==> src/rtl/main_fsm_pkg.sv <==
// Shared core package: FSM state encoding, opcodes and datapath select encodings.
// Used by main_fsm and by the ALU decoder, which consumes the ALUOP encoding.
// Pure declarations, no logic.
package main_fsm_pkg;

  typedef enum logic [3:0] {
    S_FETCH    = 4'd0,
    S_DECODE   = 4'd1,
    S_MEMADR   = 4'd2,
    S_MEMREAD  = 4'd3,
    S_MEMWB    = 4'd4,
    S_MEMWRITE = 4'd5,
    S_EXECR    = 4'd6,
    S_EXECI    = 4'd7,
    S_ALUWB    = 4'd8,
    S_BEQ      = 4'd9,
    S_JAL      = 4'd10,
    S_ERROR    = 4'd11
  } state_e;

  // Supported opcodes (instr[6:0])
  localparam logic [6:0] OP_LW    = 7'b0000011;
  localparam logic [6:0] OP_SW    = 7'b0100011;
  localparam logic [6:0] OP_RTYPE = 7'b0110011;
  localparam logic [6:0] OP_ITYPE = 7'b0010011;
  localparam logic [6:0] OP_BEQ   = 7'b1100011;
  localparam logic [6:0] OP_JAL   = 7'b1101111;

  // ALUOP encoding seen by the ALU decoder
  localparam logic [1:0] ALUOP_RTYPE  = 2'b00;
  localparam logic [1:0] ALUOP_IARITH = 2'b01;
  localparam logic [1:0] ALUOP_ADD    = 2'b10;
  localparam logic [1:0] ALUOP_SUB    = 2'b11;

  // ALU A operand select
  localparam logic [1:0] SRCA_PC    = 2'b00;
  localparam logic [1:0] SRCA_OLDPC = 2'b01;
  localparam logic [1:0] SRCA_RS1   = 2'b10;

  // ALU B operand select
  localparam logic [1:0] SRCB_RS2  = 2'b00;
  localparam logic [1:0] SRCB_IMM  = 2'b01;
  localparam logic [1:0] SRCB_FOUR = 2'b10;

  // Result bus select
  localparam logic [1:0] RES_ALUOUT    = 2'b00;
  localparam logic [1:0] RES_RDATA     = 2'b01;
  localparam logic [1:0] RES_ALURESULT = 2'b10;

  // Control word produced by the output decoder; PCWrite is derived from
  // pc_update/branch together with the Zero flag.
  typedef struct packed {
    logic       mem_req;
    logic       mem_write;
    logic       adr_src;
    logic       ir_write;
    logic       pc_update;
    logic       branch;
    logic       reg_write;
    logic [1:0] alu_src_a;
    logic [1:0] alu_src_b;
    logic [1:0] result_src;
    logic [1:0] alu_op;
    logic       instr_done;
    logic       illegal;
  } ctrl_t;

  // Opcode dispatch out of DECODE; anything unsupported traps to ERROR.
  function automatic state_e decode_next(input logic [6:0] op);
    state_e nxt;
    case (op)
      OP_LW, OP_SW: nxt = S_MEMADR;
      OP_RTYPE:     nxt = S_EXECR;
      OP_ITYPE:     nxt = S_EXECI;
      OP_BEQ:       nxt = S_BEQ;
      OP_JAL:       nxt = S_JAL;
      default:      nxt = S_ERROR;
    endcase
    return nxt;
  endfunction

endpackage

==> src/rtl/main_fsm.sv <==
// Multicycle RISC-V main control FSM: sequences fetch/decode/execute/writeback.
// Outputs are combinational from state plus MemReady/Zero (Mealy on those two only).
// Memory waits hold the request state until MemReady; MemReady elsewhere is ignored.
module main_fsm
  import main_fsm_pkg::*;
(
  input  logic       clk,
  input  logic       rst_n,
  input  logic [6:0] op,
  input  logic       Zero,
  input  logic       MemReady,
  output logic       MemReq,
  output logic       MemWrite,
  output logic       AdrSrc,
  output logic       IRWrite,
  output logic       PCWrite,
  output logic       RegWrite,
  output logic [1:0] ALUSrcA,
  output logic [1:0] ALUSrcB,
  output logic [1:0] ResultSrc,
  output logic [1:0] ALUOP,
  output logic       InstrDone,
  output logic       Illegal
);

  state_e state_q;
  state_e state_d;
  ctrl_t  ctrl;

  // State register; reset lands in FETCH at once, even mid memory access
  always_ff @(posedge clk or negedge rst_n) begin
    if (!rst_n) begin
      state_q <= S_FETCH;
    end else begin
      state_q <= state_d;
    end
  end

  // Next-state logic; memory states only advance on MemReady, ERROR is terminal
  always_comb begin
    state_d = state_q;
    case (state_q)
      S_FETCH:    if (MemReady) state_d = S_DECODE;
      S_DECODE:   state_d = decode_next(op);
      S_MEMADR:   state_d = (op == OP_LW) ? S_MEMREAD : S_MEMWRITE;
      S_MEMREAD:  if (MemReady) state_d = S_MEMWB;
      S_MEMWB:    state_d = S_FETCH;
      S_MEMWRITE: if (MemReady) state_d = S_FETCH;
      S_EXECR:    state_d = S_ALUWB;
      S_EXECI:    state_d = S_ALUWB;
      S_ALUWB:    state_d = S_FETCH;
      S_BEQ:      state_d = S_FETCH;
      S_JAL:      state_d = S_ALUWB;
      S_ERROR:    state_d = S_ERROR;
      default:    state_d = S_FETCH;
    endcase
  end

  // Output decode; every field not set by a state stays zero
  always_comb begin
    ctrl = '0;
    case (state_q)
      S_FETCH: begin
        ctrl.mem_req    = 1'b1;
        ctrl.adr_src    = 1'b0;
        ctrl.alu_src_a  = SRCA_PC;
        ctrl.alu_src_b  = SRCB_FOUR;
        ctrl.alu_op     = ALUOP_ADD;
        ctrl.result_src = RES_ALURESULT;
        ctrl.ir_write   = MemReady;
        ctrl.pc_update  = MemReady;
      end
      S_DECODE: begin
        // Precompute branch target oldPC + imm
        ctrl.alu_src_a = SRCA_OLDPC;
        ctrl.alu_src_b = SRCB_IMM;
        ctrl.alu_op    = ALUOP_ADD;
      end
      S_MEMADR: begin
        ctrl.alu_src_a = SRCA_RS1;
        ctrl.alu_src_b = SRCB_IMM;
        ctrl.alu_op    = ALUOP_ADD;
      end
      S_MEMREAD: begin
        ctrl.mem_req = 1'b1;
        ctrl.adr_src = 1'b1;
      end
      S_MEMWB: begin
        ctrl.result_src = RES_RDATA;
        ctrl.reg_write  = 1'b1;
        ctrl.instr_done = 1'b1;
      end
      S_MEMWRITE: begin
        ctrl.mem_req    = 1'b1;
        ctrl.mem_write  = 1'b1;
        ctrl.adr_src    = 1'b1;
        ctrl.instr_done = MemReady;
      end
      S_EXECR: begin
        ctrl.alu_src_a = SRCA_RS1;
        ctrl.alu_src_b = SRCB_RS2;
        ctrl.alu_op    = ALUOP_RTYPE;
      end
      S_EXECI: begin
        ctrl.alu_src_a = SRCA_RS1;
        ctrl.alu_src_b = SRCB_IMM;
        ctrl.alu_op    = ALUOP_IARITH;
      end
      S_ALUWB: begin
        ctrl.result_src = RES_ALUOUT;
        ctrl.reg_write  = 1'b1;
        ctrl.instr_done = 1'b1;
      end
      S_BEQ: begin
        // Compare rs1 - rs2; ALUOut still holds the target from DECODE
        ctrl.alu_src_a  = SRCA_RS1;
        ctrl.alu_src_b  = SRCB_RS2;
        ctrl.alu_op     = ALUOP_SUB;
        ctrl.result_src = RES_ALUOUT;
        ctrl.branch     = 1'b1;
        ctrl.instr_done = 1'b1;
      end
      S_JAL: begin
        // PC <= target from ALUOut while the ALU forms oldPC + 4 for rd
        ctrl.alu_src_a  = SRCA_OLDPC;
        ctrl.alu_src_b  = SRCB_FOUR;
        ctrl.alu_op     = ALUOP_ADD;
        ctrl.result_src = RES_ALUOUT;
        ctrl.pc_update  = 1'b1;
      end
      S_ERROR: begin
        ctrl.illegal = 1'b1;
      end
      default: ctrl = '0;
    endcase
  end

  assign MemReq    = ctrl.mem_req;
  assign MemWrite  = ctrl.mem_write;
  assign AdrSrc    = ctrl.adr_src;
  assign IRWrite   = ctrl.ir_write;
  assign PCWrite   = ctrl.pc_update | (ctrl.branch & Zero);
  assign RegWrite  = ctrl.reg_write;
  assign ALUSrcA   = ctrl.alu_src_a;
  assign ALUSrcB   = ctrl.alu_src_b;
  assign ResultSrc = ctrl.result_src;
  assign ALUOP     = ctrl.alu_op;
  assign InstrDone = ctrl.instr_done;
  assign Illegal   = ctrl.illegal;

endmodule

==> config.mk <==
export PLATFORM = sky130hd
export DESIGN_NAME = main_fsm
export DESIGN_NICKNAME = d
export VERILOG_FILES = /design/src/rtl/main_fsm_pkg.sv /design/src/rtl/main_fsm.sv
export SDC_FILE = /design/constraint.sdc
export NUM_CORES = 1
export LEC_CHECK = 0
export CORE_MARGIN = 1
export CORE_UTILIZATION = 43
export DETAILED_ROUTE_END_ITERATION = 7
export PLACE_DENSITY = 0.87
export SYNTH_ARGS = -nofsm -noshare
export SYNTH_HDL_FRONTEND = slang
export SYNTH_SLANG_ARGS = --single-unit
==> constraint.sdc <==
create_clock -name clk -period 2.7 [get_ports clk]
set_clock_uncertainty 0.2 [all_clocks]
set_input_delay 0.54 -clock clk [delete_from_list [all_inputs] [get_ports clk]]
set_output_delay 0.54 -clock clk [all_outputs]
set_load 0.01 [all_outputs]
==> metrics.txt, run 1 <==
# TYPE chip_impl_metric gauge
chip_impl_info{name="status",value="complete, no violations"} 1
chip_impl_info{name="dominant_combinational_cell_family_by_area_after_synthesis",value="simple AND/OR/NAND/NOR gates"} 1
chip_impl_info{name="rsz0062_at_grt",value="false"} 1
chip_impl_info{name="worst_setup_path_start_kind",value="register"} 1
chip_impl_metric{name="worstSkewPairLatency",unit="ns"} 0.23
chip_impl_info{name="path_cells",value="nor2b_2 > nor3_1 > a211oi_1 > clkdlybuf4s50_1"} 1
chip_impl_metric{name="largest_register_ffs",unit=""} 4
chip_impl_metric{name="die-width",unit="µm"} 39.3
chip_impl_metric{name="net-switching-power",unit="mW"} 0.407
chip_impl_metric{name="routed_wire_length_per_instance",unit="µm"} 11.6
chip_impl_metric{name="route.final.wire_length",unit="µm"} 1470
chip_impl_metric{name="start_util",unit=""} 0.461
chip_impl_metric{name="synthAdderAreaFrac",unit=""} 0
chip_impl_metric{name="die_h",unit="µm"} 39.3
chip_impl_info{name="most_common_cell_after_layout_fill_and_taps_aside",value="clkdlybuf4s50_1"} 1
chip_impl_metric{name="residual_antenna_violating_net_count_after_detailed_routing",unit=""} 0
chip_impl_metric{name="critical_path_buf_inv_count",unit=""} 1
chip_impl_metric{name="detailedPlacementHpwl",unit="µm"} 1140
chip_impl_metric{name="numCtsBuffers",unit=""} 3
chip_impl_info{name="cpLargestDelayFamily",value="buffers and inverters"} 1
chip_impl_metric{name="synth_unique_cells",unit=""} 38
chip_impl_metric{name="compound_cell_area_share_of_the_yosys_netlist",unit=""} 0.240
chip_impl_info{name="critical_path.endpoint_type",value="output port"} 1
chip_impl_metric{name="mappedNetlistNets",unit=""} 95
chip_impl_metric{name="path_max_fanout",unit=""} 11
chip_impl_metric{name="total_power",unit="mW"} 0.939
chip_impl_info{name="synth.top_cells.by_area",value="dfrtp_1, nand2b_1, nor2_1"} 1
chip_impl_metric{name="crit_required",unit="ns"} 1.96
chip_impl_metric{name="tightest_slew",unit="ns"} 0.339
chip_impl_metric{name="finalWorstPathRequiredPeriod",unit="ns"} 2.59
chip_impl_metric{name="hold_viol_final",unit=""} 0
chip_impl_metric{name="num-nets-final",unit=""} 125
chip_impl_metric{name="grt_overflow_total",unit=""} 0
chip_impl_metric{name="path_clk_slew",unit="ns"} 0.04
chip_impl_metric{name="post-route-drc-count",unit=""} 0
chip_impl_metric{name="postSynthAreaPerCell",unit="µm²"} 7.13
chip_impl_metric{name="switching_share",unit=""} 0.434
chip_impl_metric{name="worst_hold_slack",unit="ns"} 0.306
chip_impl_metric{name="postLayoutCoreUtil",unit=""} 0.688
chip_impl_info{name="hp-class",value="in -> async"} 1
chip_impl_info{name="reg.largest.list",value="state_q: 4 flops"} 1
chip_impl_metric{name="fin_ws",unit="ns"} 0.113
chip_impl_metric{name="total_leakage_power",unit="nW"} 0.373
chip_impl_metric{name="port-buffer-count",unit=""} 26
chip_impl_metric{name="design.core.area",unit="µm²"} 1300
chip_impl_metric{name="num_rows",unit=""} 13
chip_impl_metric{name="internal_power",unit="mW"} 0.532
chip_impl_metric{name="maximum_number_of_buffers_from_clock_root_to_sink",unit=""} 2
chip_impl_metric{name="grt_first_pass_wirelength",unit="µm"} 2310
chip_impl_metric{name="power.share.sequential",unit=""} 0.175
chip_impl_metric{name="cts_htree_levels",unit=""} 1
chip_impl_metric{name="area_growth",unit="%"} 49.5
chip_impl_metric{name="numClockSinks",unit=""} 4
chip_impl_metric{name="post-synth-top-area-fraction",unit=""} 0.167
chip_impl_metric{name="xor_xnor_fraction_of_synth_area",unit=""} 0.0146
chip_impl_metric{name="drt_first_iter_violations",unit=""} 9
chip_impl_metric{name="netlist_instances",unit=""} 84
chip_impl_info{name="top_register",value="state_q"} 1
chip_impl_metric{name="timing.final.crit_share",unit=""} 0.958
chip_impl_metric{name="grt_start_max_net_pins",unit=""} 18
chip_impl_metric{name="io_pins",unit=""} 27
chip_impl_metric{name="die_area",unit="µm²"} 1550
chip_impl_metric{name="post_synth_and_or_nand_nor_area_fraction",unit=""} 0.432
chip_impl_metric{name="global_route.usage.total",unit=""} 0.219
chip_impl_metric{name="drv_cap",unit=""} 0
chip_impl_metric{name="pwr_density_cell",unit="nW/µm²"} 1050
chip_impl_metric{name="antennaDiodeCount",unit=""} 0
chip_impl_metric{name="fmax",unit="GHz"} 0.387
chip_impl_metric{name="yosys_register_bits",unit=""} 4
chip_impl_metric{name="post_route_cells_drive_above_1_share",unit=""} 0.161
chip_impl_metric{name="first_global_vias",unit=""} 562
chip_impl_metric{name="antenna_found_initial",unit=""} 0
chip_impl_metric{name="yosysSeqAreaShare",unit=""} 0.167
chip_impl_metric{name="timing.slew.headroom",unit=""} 0.774
chip_impl_info{name="cp_slowest_cell",value="clkdlybuf4s50_1"} 1
chip_impl_metric{name="tns",unit="ns"} 0
chip_impl_metric{name="peakVddDrop",unit="mV"} 0.709
chip_impl_metric{name="setup_viol_count_final",unit=""} 0
chip_impl_info{name="critPathKind",value="reg -> out"} 1
chip_impl_metric{name="place_worst_setup_slack",unit="ns"} -0.0474
chip_impl_metric{name="critPathArrivalTime",unit="ns"} 1.85
chip_impl_info{name="most_used_cells_in_the_layout_excluding_fill_and_tap_cells",value="clkdlybuf4s50_1, nor2_1, nand2b_1"} 1
chip_impl_metric{name="synthesis.yosys.warnings",unit=""} 0
chip_impl_info{name="critPathLaunch",value="state_q[0]$_DFFE_PN0P_"} 1
chip_impl_metric{name="cpPeakStageDelay",unit="ns"} 0.57
chip_impl_info{name="synth.largest_area_cell",value="dfrtp_1"} 1
chip_impl_metric{name="gp_congestion",unit=""} 0.923
chip_impl_metric{name="comb_power_share",unit=""} 0.746
chip_impl_metric{name="via_per_inst",unit=""} 5.54
chip_impl_info{name="tritoncts",value="yes"} 1
chip_impl_metric{name="power.clock.fraction",unit=""} 0.079
chip_impl_metric{name="post_synth_instance_area",unit="µm²"} 599
chip_impl_metric{name="post_synth_mux_area_share",unit=""} 0.0334
chip_impl_metric{name="cts_setup_buffers",unit=""} 0
chip_impl_info{name="cts.root.buffer_cell",value="clkbuf_4"} 1
chip_impl_info{name="worstReg2RegStart",value="state_q[2]$_DFFE_PN0P_"} 1
chip_impl_metric{name="route.vias.total",unit=""} 704
chip_impl_metric{name="total_count_of_max_transition_violations_in_the_final_report",unit=""} 0
chip_impl_metric{name="first_pass_iters",unit=""} 4
==> synthesized netlist by cell type <==
cell / number
buf_6: 1
nand4_1: 1
inv_2: 1
and3_1: 1
nand2_1: 7
nand2b_1: 9
or3b_1: 1
buf_12: 1
nor4_1: 1
nand3b_1: 1
a211oi_2: 1
a21oi_1: 4
o21ai_1: 4
o22ai_2: 1
o31a_1: 1
nor2b_1: 4
inv_1: 2
o22ai_1: 1
a21boi_1: 1
nand3_1: 2
o21a_1: 1
buf_2: 2
mux2i_1: 2
o41ai_1: 1
nand4bb_1: 1
and2_1: 3
a211oi_1: 1
nor2b_2: 1
nor2_1: 11
buf_4: 2
nor3_1: 4
o21bai_1: 1
xor2_1: 1
or2_1: 1
o211ai_1: 1
a21oi_2: 1
o311ai_1: 1
dfrtp_1: 4
==> through the flow <==
| stage | instance area [µm²] | cells |
|---|---|---|
| 6_report | 896 | 127 |
| 5_1_grt | 896 | 127 |
| 4_1_cts | 891 | 127 |
| 3_5_place_dp | 860 | 124 |
| 3_3_place_gp | 860 | 124 |
| 2_1_floorplan | 599 | 84 |
==> worst paths after layout <==
| kind | endpoint | slack (ns) | cells past startpoint |
|---|---|---|---|
| worst max-delay path | ALUSrcB[0] | 0.11 | 4 |
| worst min-delay path | state_q[0]$_DFFE_PN0P_ | 0.31 | 1 |
| worst min register to register | state_q[2]$_DFFE_PN0P_ | 0.55 | 2 |
| min in group clk | state_q[2]$_DFFE_PN0P_ | 0.55 | 2 |
| max in group asynchronous | state_q[3]$_DFFE_PN0P_ | 1.82 | 1 |
| worst max register to register | state_q[2]$_DFFE_PN0P_ | 0.93 | 5 |
==> routing by layer <==
layer | vias to the layer above | GRT usage | wire, µm | share of wire
met3 | 0 | 0.0511 | 82 | 0.056
li1 | 354 | - | - | -
met4 | 0 | 0.0517 | 0 | 0
met2 | 26 | 0.354 | 726 | 0.49
met5 | - | 0 | 0 | 0
met1 | 324 | 0.293 | 662 | 0.45
==> what timing repair did <==
action	4_1_cts	5_1_grt
pin swaps	0	0
resized for setup	4	3
endpoints found under the setup margin	1	6
hold buffers	0	0
==> worst register-to-register path, cell delays in order, from the launching register on <==
cell	delay (ns)
dfrtp_1	0.49
buf_4	0.23
o31a_1	0.29
o21ai_1	0.18
o21bai_1	0.14
o22ai_1	0.10
==> kinds of logic after synthesis <==
group	Yosys count
and+or+nand+nor	48
muxes	2
xor gates and xnor gates	1
buffers and inverters	9
DFF	4
AOI/OAI and AO/OA	20
==> final cells by class <==
class | count | area [µm²]
multi-input combinational | 71 | 440
fill | 119 | 405
timing repair buffer | 31 | 299
sequential | 4 | 104
clock buffer | 3 | 22.5
tap | 15 | 18.8
inverter | 3 | 11.3
==> power groups by stage <==
stage | Clock, mW | Sequential [mW] | Combinational [mW]
final | 0.0741 | 0.164 | 0.700
after global routing | 0.0821 | 0.172 | 0.765
after CTS | 0.0766 | 0.159 | 0.703
after detailed placement | 0 | 0.154 | 0.700
after global placement | 0 | 0.154 | 0.693
after floorplan | 0 | 0.101 | 0.477
Power figures use the tool's default switching activity.
==> run 2: changes to the inputs <==
--- a/config.mk
+++ b/config.mk
@@ -8,6 +8,7 @@
 export CORE_MARGIN = 1
 export CORE_UTILIZATION = 43
 export DETAILED_ROUTE_END_ITERATION = 7
+export GPL_TIMING_DRIVEN = 1
 export PLACE_DENSITY = 0.87
 export SYNTH_ARGS = -nofsm -noshare
 export SYNTH_HDL_FRONTEND = slang
==> results of run 2 <==
The final DEF is identical to that of run 1; final timing and power are the same.
